--- config.mk ---
export PLATFORM = sky130hd
export DESIGN_NAME = imem_loader
export DESIGN_NICKNAME = d
export VERILOG_FILES = /design/src/rtl/imem_pkg.sv /design/src/rtl/imem_array.sv /design/src/rtl/imem_loader.sv
export SDC_FILE = /design/constraint.sdc
export NUM_CORES = 2
export LEC_CHECK = 0
export CAP_MARGIN = 20
export CELL_PAD_IN_SITES_DETAIL_PLACEMENT = 0
export CELL_PAD_IN_SITES_GLOBAL_PLACEMENT = 1
export CORE_UTILIZATION = 45
export CTS_CLUSTER_SIZE = 20
export DETAILED_ROUTE_END_ITERATION = 10
export GPL_ROUTABILITY_DRIVEN = 0
export PLACE_DENSITY = 0.7
export RECOVER_POWER = 50
export SYNTH_ARGS = -nofsm -noshare
export SYNTH_HDL_FRONTEND = slang
export SYNTH_SLANG_ARGS = --single-unit
--- constraint.sdc ---
create_clock -name clock -period 4 [get_ports clock]
set_clock_uncertainty 0.2 [all_clocks]
set_input_delay 0.8 -clock clock [delete_from_list [all_inputs] [get_ports clock]]
set_output_delay 0.8 -clock clock [all_outputs]
set_load 0.03 [all_outputs]
--- src/rtl/imem_pkg.sv ---
// Shared definitions for the instruction memory / program loader.
// Holds the loader state encoding, the default no-op instruction and the
// largest supported memory depth.
package imem_pkg;

    // Largest array the 8-bit fetch address can cover.
    localparam int IMEM_DEPTH_MAX = 256;

    // Branch with displacement 0: writes neither a register nor memory.
    localparam logic [7:0] NOP_INSTR_DEFAULT = 8'hC0;

    typedef enum logic [1:0] {
        ST_RUN     = 2'd0,
        ST_LOAD    = 2'd1,
        ST_RESTART = 2'd2
    } imem_state_t;

endpackage

--- src/rtl/imem_array.sv ---
// DEPTH x 8 instruction storage: one synchronous write port, one asynchronous read port.
// Latency: writes land on the rising edge; reads are combinational (zero cycles).
// Backpressure: none, a write is accepted on every cycle i_we is high.
//
// Ports: clock; we/waddr/wdat write port; raddr/rdat combinational read port.
// Contents are deliberately not reset.
module imem_array #(
    parameter int DEPTH  = 256,
    parameter int ADDR_W = 8
) (
    input  logic              clock,
    input  logic              we,
    input  logic [ADDR_W-1:0] waddr,
    input  logic [7:0]        wdat,
    input  logic [ADDR_W-1:0] raddr,
    output logic [7:0]        rdat
);

    logic [7:0] r_mem [DEPTH];

    always_ff @(posedge clock) begin
        if (we) begin
            r_mem[waddr] <= wdat;
        end
    end

    assign rdat = r_mem[raddr];

endmodule

--- src/rtl/imem_loader.sv ---
// Instruction memory with a byte-stream program loader feeding the core's fetch.
// Latency: fetch is combinational (same cycle); load_done/cpu_restart follow the final byte by one edge.
// Backpressure: load_ready is high only in LOAD; bytes offered in RUN or RESTART are not taken.
//
// Ports: clock, clear (async active-low); read_address -> instruction (fetch);
//        load_start, load_valid/load_ready, load_data, load_last (program stream);
//        load_done, cpu_restart (completion pulses); prog_length; load_checksum.
// Optional: define IMEM_CHECKSUM_EN to produce a mod-256 sum of the loaded bytes,
//           otherwise load_checksum is tied to zero.
module imem_loader
    import imem_pkg::*;
#(
    parameter int         DEPTH     = 256,
    parameter int         ADDR_W    = 8,
    parameter logic [7:0] NOP_INSTR = NOP_INSTR_DEFAULT
) (
    input  logic              clock,
    input  logic              clear,
    input  logic [ADDR_W-1:0] read_address,
    output logic [7:0]        instruction,
    input  logic              load_start,
    input  logic              load_valid,
    input  logic [7:0]        load_data,
    input  logic              load_last,
    output logic              load_ready,
    output logic              load_done,
    output logic              cpu_restart,
    output logic [ADDR_W:0]   prog_length,
    output logic [7:0]        load_checksum
);

    imem_state_t       r_state;
    logic [ADDR_W-1:0] r_ptr;
    logic [ADDR_W:0]   r_prog_len;

    logic              w_xfer;
    logic              w_ptr_at_end;
    logic [ADDR_W:0]   w_ptr_inc;
    logic              w_in_range;
    logic [7:0]        w_rd_dat;

    assign w_xfer       = (r_state == ST_LOAD) && load_valid;
    assign w_ptr_at_end = (r_ptr == ADDR_W'(DEPTH - 1));
    // One bit wider than the pointer so a full array reports DEPTH.
    assign w_ptr_inc    = {1'b0, r_ptr} + 1'b1;

    always_ff @(posedge clock or negedge clear) begin
        if (!clear) begin
            r_state    <= ST_RUN;
            r_ptr      <= '0;
            r_prog_len <= '0;
        end else begin
            case (r_state)
                ST_RUN: begin
                    if (load_start) begin
                        r_state    <= ST_LOAD;
                        r_ptr      <= '0;
                        r_prog_len <= '0;
                    end
                end
                ST_LOAD: begin
                    if (load_valid) begin
                        r_ptr      <= w_ptr_inc[ADDR_W-1:0];
                        r_prog_len <= w_ptr_inc;
                        // A full array ends the load even without load_last,
                        // so the pointer can never wrap onto byte 0.
                        if (load_last || w_ptr_at_end) begin
                            r_state <= ST_RESTART;
                        end
                    end
                end
                ST_RESTART: begin
                    r_state <= ST_RUN;
                end
                default: begin
                    r_state <= ST_RUN;
                end
            endcase
        end
    end

    imem_array #(
        .DEPTH  (DEPTH),
        .ADDR_W (ADDR_W)
    ) u_array (
        .clock (clock),
        .we    (w_xfer),
        .waddr (r_ptr),
        .wdat  (load_data),
        .raddr (read_address),
        .rdat  (w_rd_dat)
    );

    // Stale bytes beyond the current program, and anything while loading,
    // are masked so the core only ever executes a harmless no-op.
    assign w_in_range  = ({1'b0, read_address} < r_prog_len);
    assign instruction = ((r_state == ST_RUN) && w_in_range) ? w_rd_dat : NOP_INSTR;

    assign load_ready  = (r_state == ST_LOAD);
    assign load_done   = (r_state == ST_RESTART);
    assign cpu_restart = (r_state == ST_RESTART);
    assign prog_length = r_prog_len;

`ifdef IMEM_CHECKSUM_EN
    logic [7:0] r_checksum;

    always_ff @(posedge clock or negedge clear) begin
        if (!clear) begin
            r_checksum <= '0;
        end else if ((r_state == ST_RUN) && load_start) begin
            r_checksum <= '0;
        end else if (w_xfer) begin
            r_checksum <= r_checksum + load_data;
        end
    end

    assign load_checksum = r_checksum;
`else
    assign load_checksum = 8'h00;
`endif

endmodule

==> impl_metrics.csv <==
group,metric,value,unit
drt,wl,239,mm
status,violations,"max-capacitance violations, max-slew violations, negative setup slack",
power,p_leak,32.5,nW
synth,ys_ff_latch,2059,
setup_path,cp.required,3.00,ns
cts,cts_buffers,203,
global_routing,grt_pass1_vias,43500,
timing,rsz0062_at_grt,"true",
drt,ant_nets,0,
die,io_pins,49,
setup_path,crit_type,"input pin to output pin",
layout,final_core_util,54.7,%
timing,slew-limit-headroom,-164,%
synth,syn_area,0.0808,mm²
layout,drive_gt1_share,33.4,%
cts,cts_hold_buf,0,
cts,cts-root-buf,"clkbuf_16",
cts,path_clk_slew,0.07,ns
cts,cts.path.max_buffers,3,
global_routing,grt_max_degree,122,
layout,area_growth,20.8,%
drt,viasPerCell,6.05,
die,fp.dieH,426,µm
setup_path,worstPathArrival,3.75,ns
setup_path,crit_fanout,7,
timing,worst_slew_pin_slew,3.96,ns
power,power.share.clock,40.1,%
synth,synthFlopType,"edfxtp_1",
setup_path,start_kind,"input pin",
power,p_sw,10.3,mW
timing,fmax,210,MHz
hold_path,hold_path.class,"input pin to async pin",
timing,fin_crit_sh,119,%
power,swShare,22.4,%
cts,clkLatencyLatePin,0.85,ns
setup_path,crit_path_end_kind,"output pin",
synth,synth-edff-count,2048,
status,outcome,"complete, but fails checks",
power,internal_power,35.5,mW
placed_design,dpl_cell_area,0.0897,mm²
timing,tns,-5.69,ns
die,die_w,426,µm
layout,design_area,0.0976,mm²
die,num_rows,155,
global_routing,antenna_found_initial,6,
timing,fin_crit,4.75,ns
cts,h-tree-depth,4,
synth,syn_inst,4024,
die,initial_utilization,45.3,%
power,pwr-share-comb,7.8,%
drt,dr.pass1.iters,6,
power,seqPwrFrac,52.1,%
timing,final-hold-violation-count,0,
placed_design,numPortBuffers,40,
power,powerDensity,468,mW/mm²
global_routing,overflow,0,
die,core,0.178,mm²
drt,drt-initial-drc-count,6321,
synth,yosysSeqAreaShare,76.4,%
layout,nets,4908,
layout,final_cells,7396,
drt,vias,44800,
cts,clock-sinks,2059,
timing,fin_ws,-0.752,ns
synth,ys_types,69,
timing,slew_violations,1071,
global_routing,grt_pass1_wl,331,mm
power,vdd_drop_max,0.365,mV
placed_design,hpwl,156,mm
cts,cts_tree,"done",
synth,yosysWarnings,0,
placed_design,dpl.cell_count,6962,
global_routing,grtUsageTotal,26.1,%
timing,finalSetupViolations,74,
die,die_area,0.181,mm²
flow_run,maxCapViolCount,13,
synth,postSynthAreaPerCell,20.1,µm²
drt,wire_per_inst,32.3,µm
drt,drc,0,
synth,async_flop_share,0.534,%
==> cells in the mapped netlist, types with 12 or more instances <==
master	count	share of area, %
a21oi_1	45	0.28
nor2_1	316	1.5
mux4_2	383	11
buf_2	60	0.37
nor3_1	26	0.16
edfxtp_1	2048	76
a22oi_1	63	0.59
mux2i_1	294	3.6
a211oi_1	13	0.12
nand2b_1	12	0.093
nand2_1	88	0.41
nand4_1	15	0.12
o22ai_1	42	0.33
o21ai_0	72	0.45
buf_6	43	0.60
buf_4	35	0.33
nor2b_1	13	0.10
a221oi_1	97	1.1
clkbuf_1	101	0.47
a31oi_1	15	0.12
nand3_1	64	0.40
a221o_1	26	0.32
==> registers in the layout, summed over array words and instances, names as in the netlist <==
signal	flops
prog_length	2
r_ptr	7
r_state	2
u_array.r_mem	2048
==> layer usage <==
metal  GRT usage, %  share of wire, %
met5              0             0.014
met4           10.1               4.6
met3           5.02               9.1
met2           40.7                47
met1           36.6                40
==> what timing repair did <==
| item | 4_1_cts | 5_1_grt |
|---|---|---|
| resized for setup | 114 | 160 |
| setup buffers | 20 | 41 |
| gates cloned | 5 | 4 |
| pin swaps | 30 | 59 |
| setup endpoints to repair | 8 | 8 |
==> area by class of cell <==
| cell class | count | area [µm²] |
|---|---|---|
| diodes | 4 | 10.0 |
| clock buffers | 252 | 5380 |
| clock inverters | 114 | 967 |
| fillers | 13600 | 80800 |
| inverters | 12 | 48.8 |
| multi-input cells | 1704 | 18300 |
| flip-flops and latches | 2059 | 61800 |
| well taps | 2355 | 2950 |
| repair buffers | 896 | 8250 |
==> final timing paths <==
check | startpoint | endpoint | slack [ns] | cells past startpoint
max | read_address[0] | instruction[3] | -0.75 | 10
min | clear | r_state[0]$_DFFE_PN0P_ | 0.26 | 1
max reg2reg | r_ptr[1]$_DFFE_PN0P_ | u_array.r_mem[31][4]$_DFFE_PP_ | 0.15 | 10
min reg2reg | r_ptr[0]$_DFFE_PN0P_ | r_ptr[0]$_DFFE_PN0P_ | 0.44 | 2
max in group asynchronous | clear | r_ptr[4]$_DFFE_PN0P_ | 2.87 | 1
min in group clock | r_ptr[0]$_DFFE_PN0P_ | r_ptr[0]$_DFFE_PN0P_ | 0.44 | 2
==> per-stage QoR <==
step	hold slack [ns]	power, mW	setup WS [ns]
finish	0.260	45.7	-0.752
global route	0.255	46.8	-0.725
CTS	0.140	45.8	-0.744
detailed placement	0.416	27.5	-1.43
global placement	0.405	27.5	-1.54
floorplan	0.304	25.7	0.154
==> worst max-delay path: stages <==
cell	delay, ns
buf_16	0.17
buf_8	0.14
buf_12	0.12
mux4_2	0.53
mux4_2	0.57
o22a_4	0.27
nand4_1	0.28
o31a_1	0.36
nand4_1	0.25
buf_6	0.22
==> cell usage in the layout, fill, tap and decap left out, types with 12 or more instances in the layout <==
cell             count
a22oi_2             21
bufinv_16           12
nand3_1             49
a21oi_1             36
clkbuf_16          211
nor2_1             309
clkinv_1            49
o22ai_1             36
a221oi_2            14
a22oi_1             42
a221o_1             26
clkinv_2            37
o21ai_0             53
a221oi_1            85
buf_12              77
nand4_1             15
clkbuf_2            16
mux2i_1            289
buf_8               17
edfxtp_1          2048
nand2b_1            12
clkbuf_1            51
buf_6               42
buf_4              700
nor3_1              20
mux4_2             383
o21ai_1             15
clkdlybuf4s50_1     15
nand2_1             82
==> power by group through the flow <==
stage | clock, mW | sequential (mW) | combinational, mW
final | 18.3 | 23.8 | 3.55
after global routing | 19.3 | 23.8 | 3.65
after CTS | 18.5 | 23.8 | 3.41
after detailed placement | 0 | 24.3 | 3.25
after global placement | 0 | 24.3 | 3.22
after floorplan | 0 | 24.3 | 1.40
==> cells by family after synthesis <==
family	after synthesis	synth area share [%]
AO/OA/AOI/OAI	439	3.97
AND/OR/NAND/NOR	563	2.98
buffers and inverters	268	2.05
multiplexers	678	14.3
flip-flops	2059	76.4
adder cells (fa/ha/maj)	11	0.170
other	1	0.00464
XOR/XNOR	5	0.0542
(Power assumes the default switching activity.)
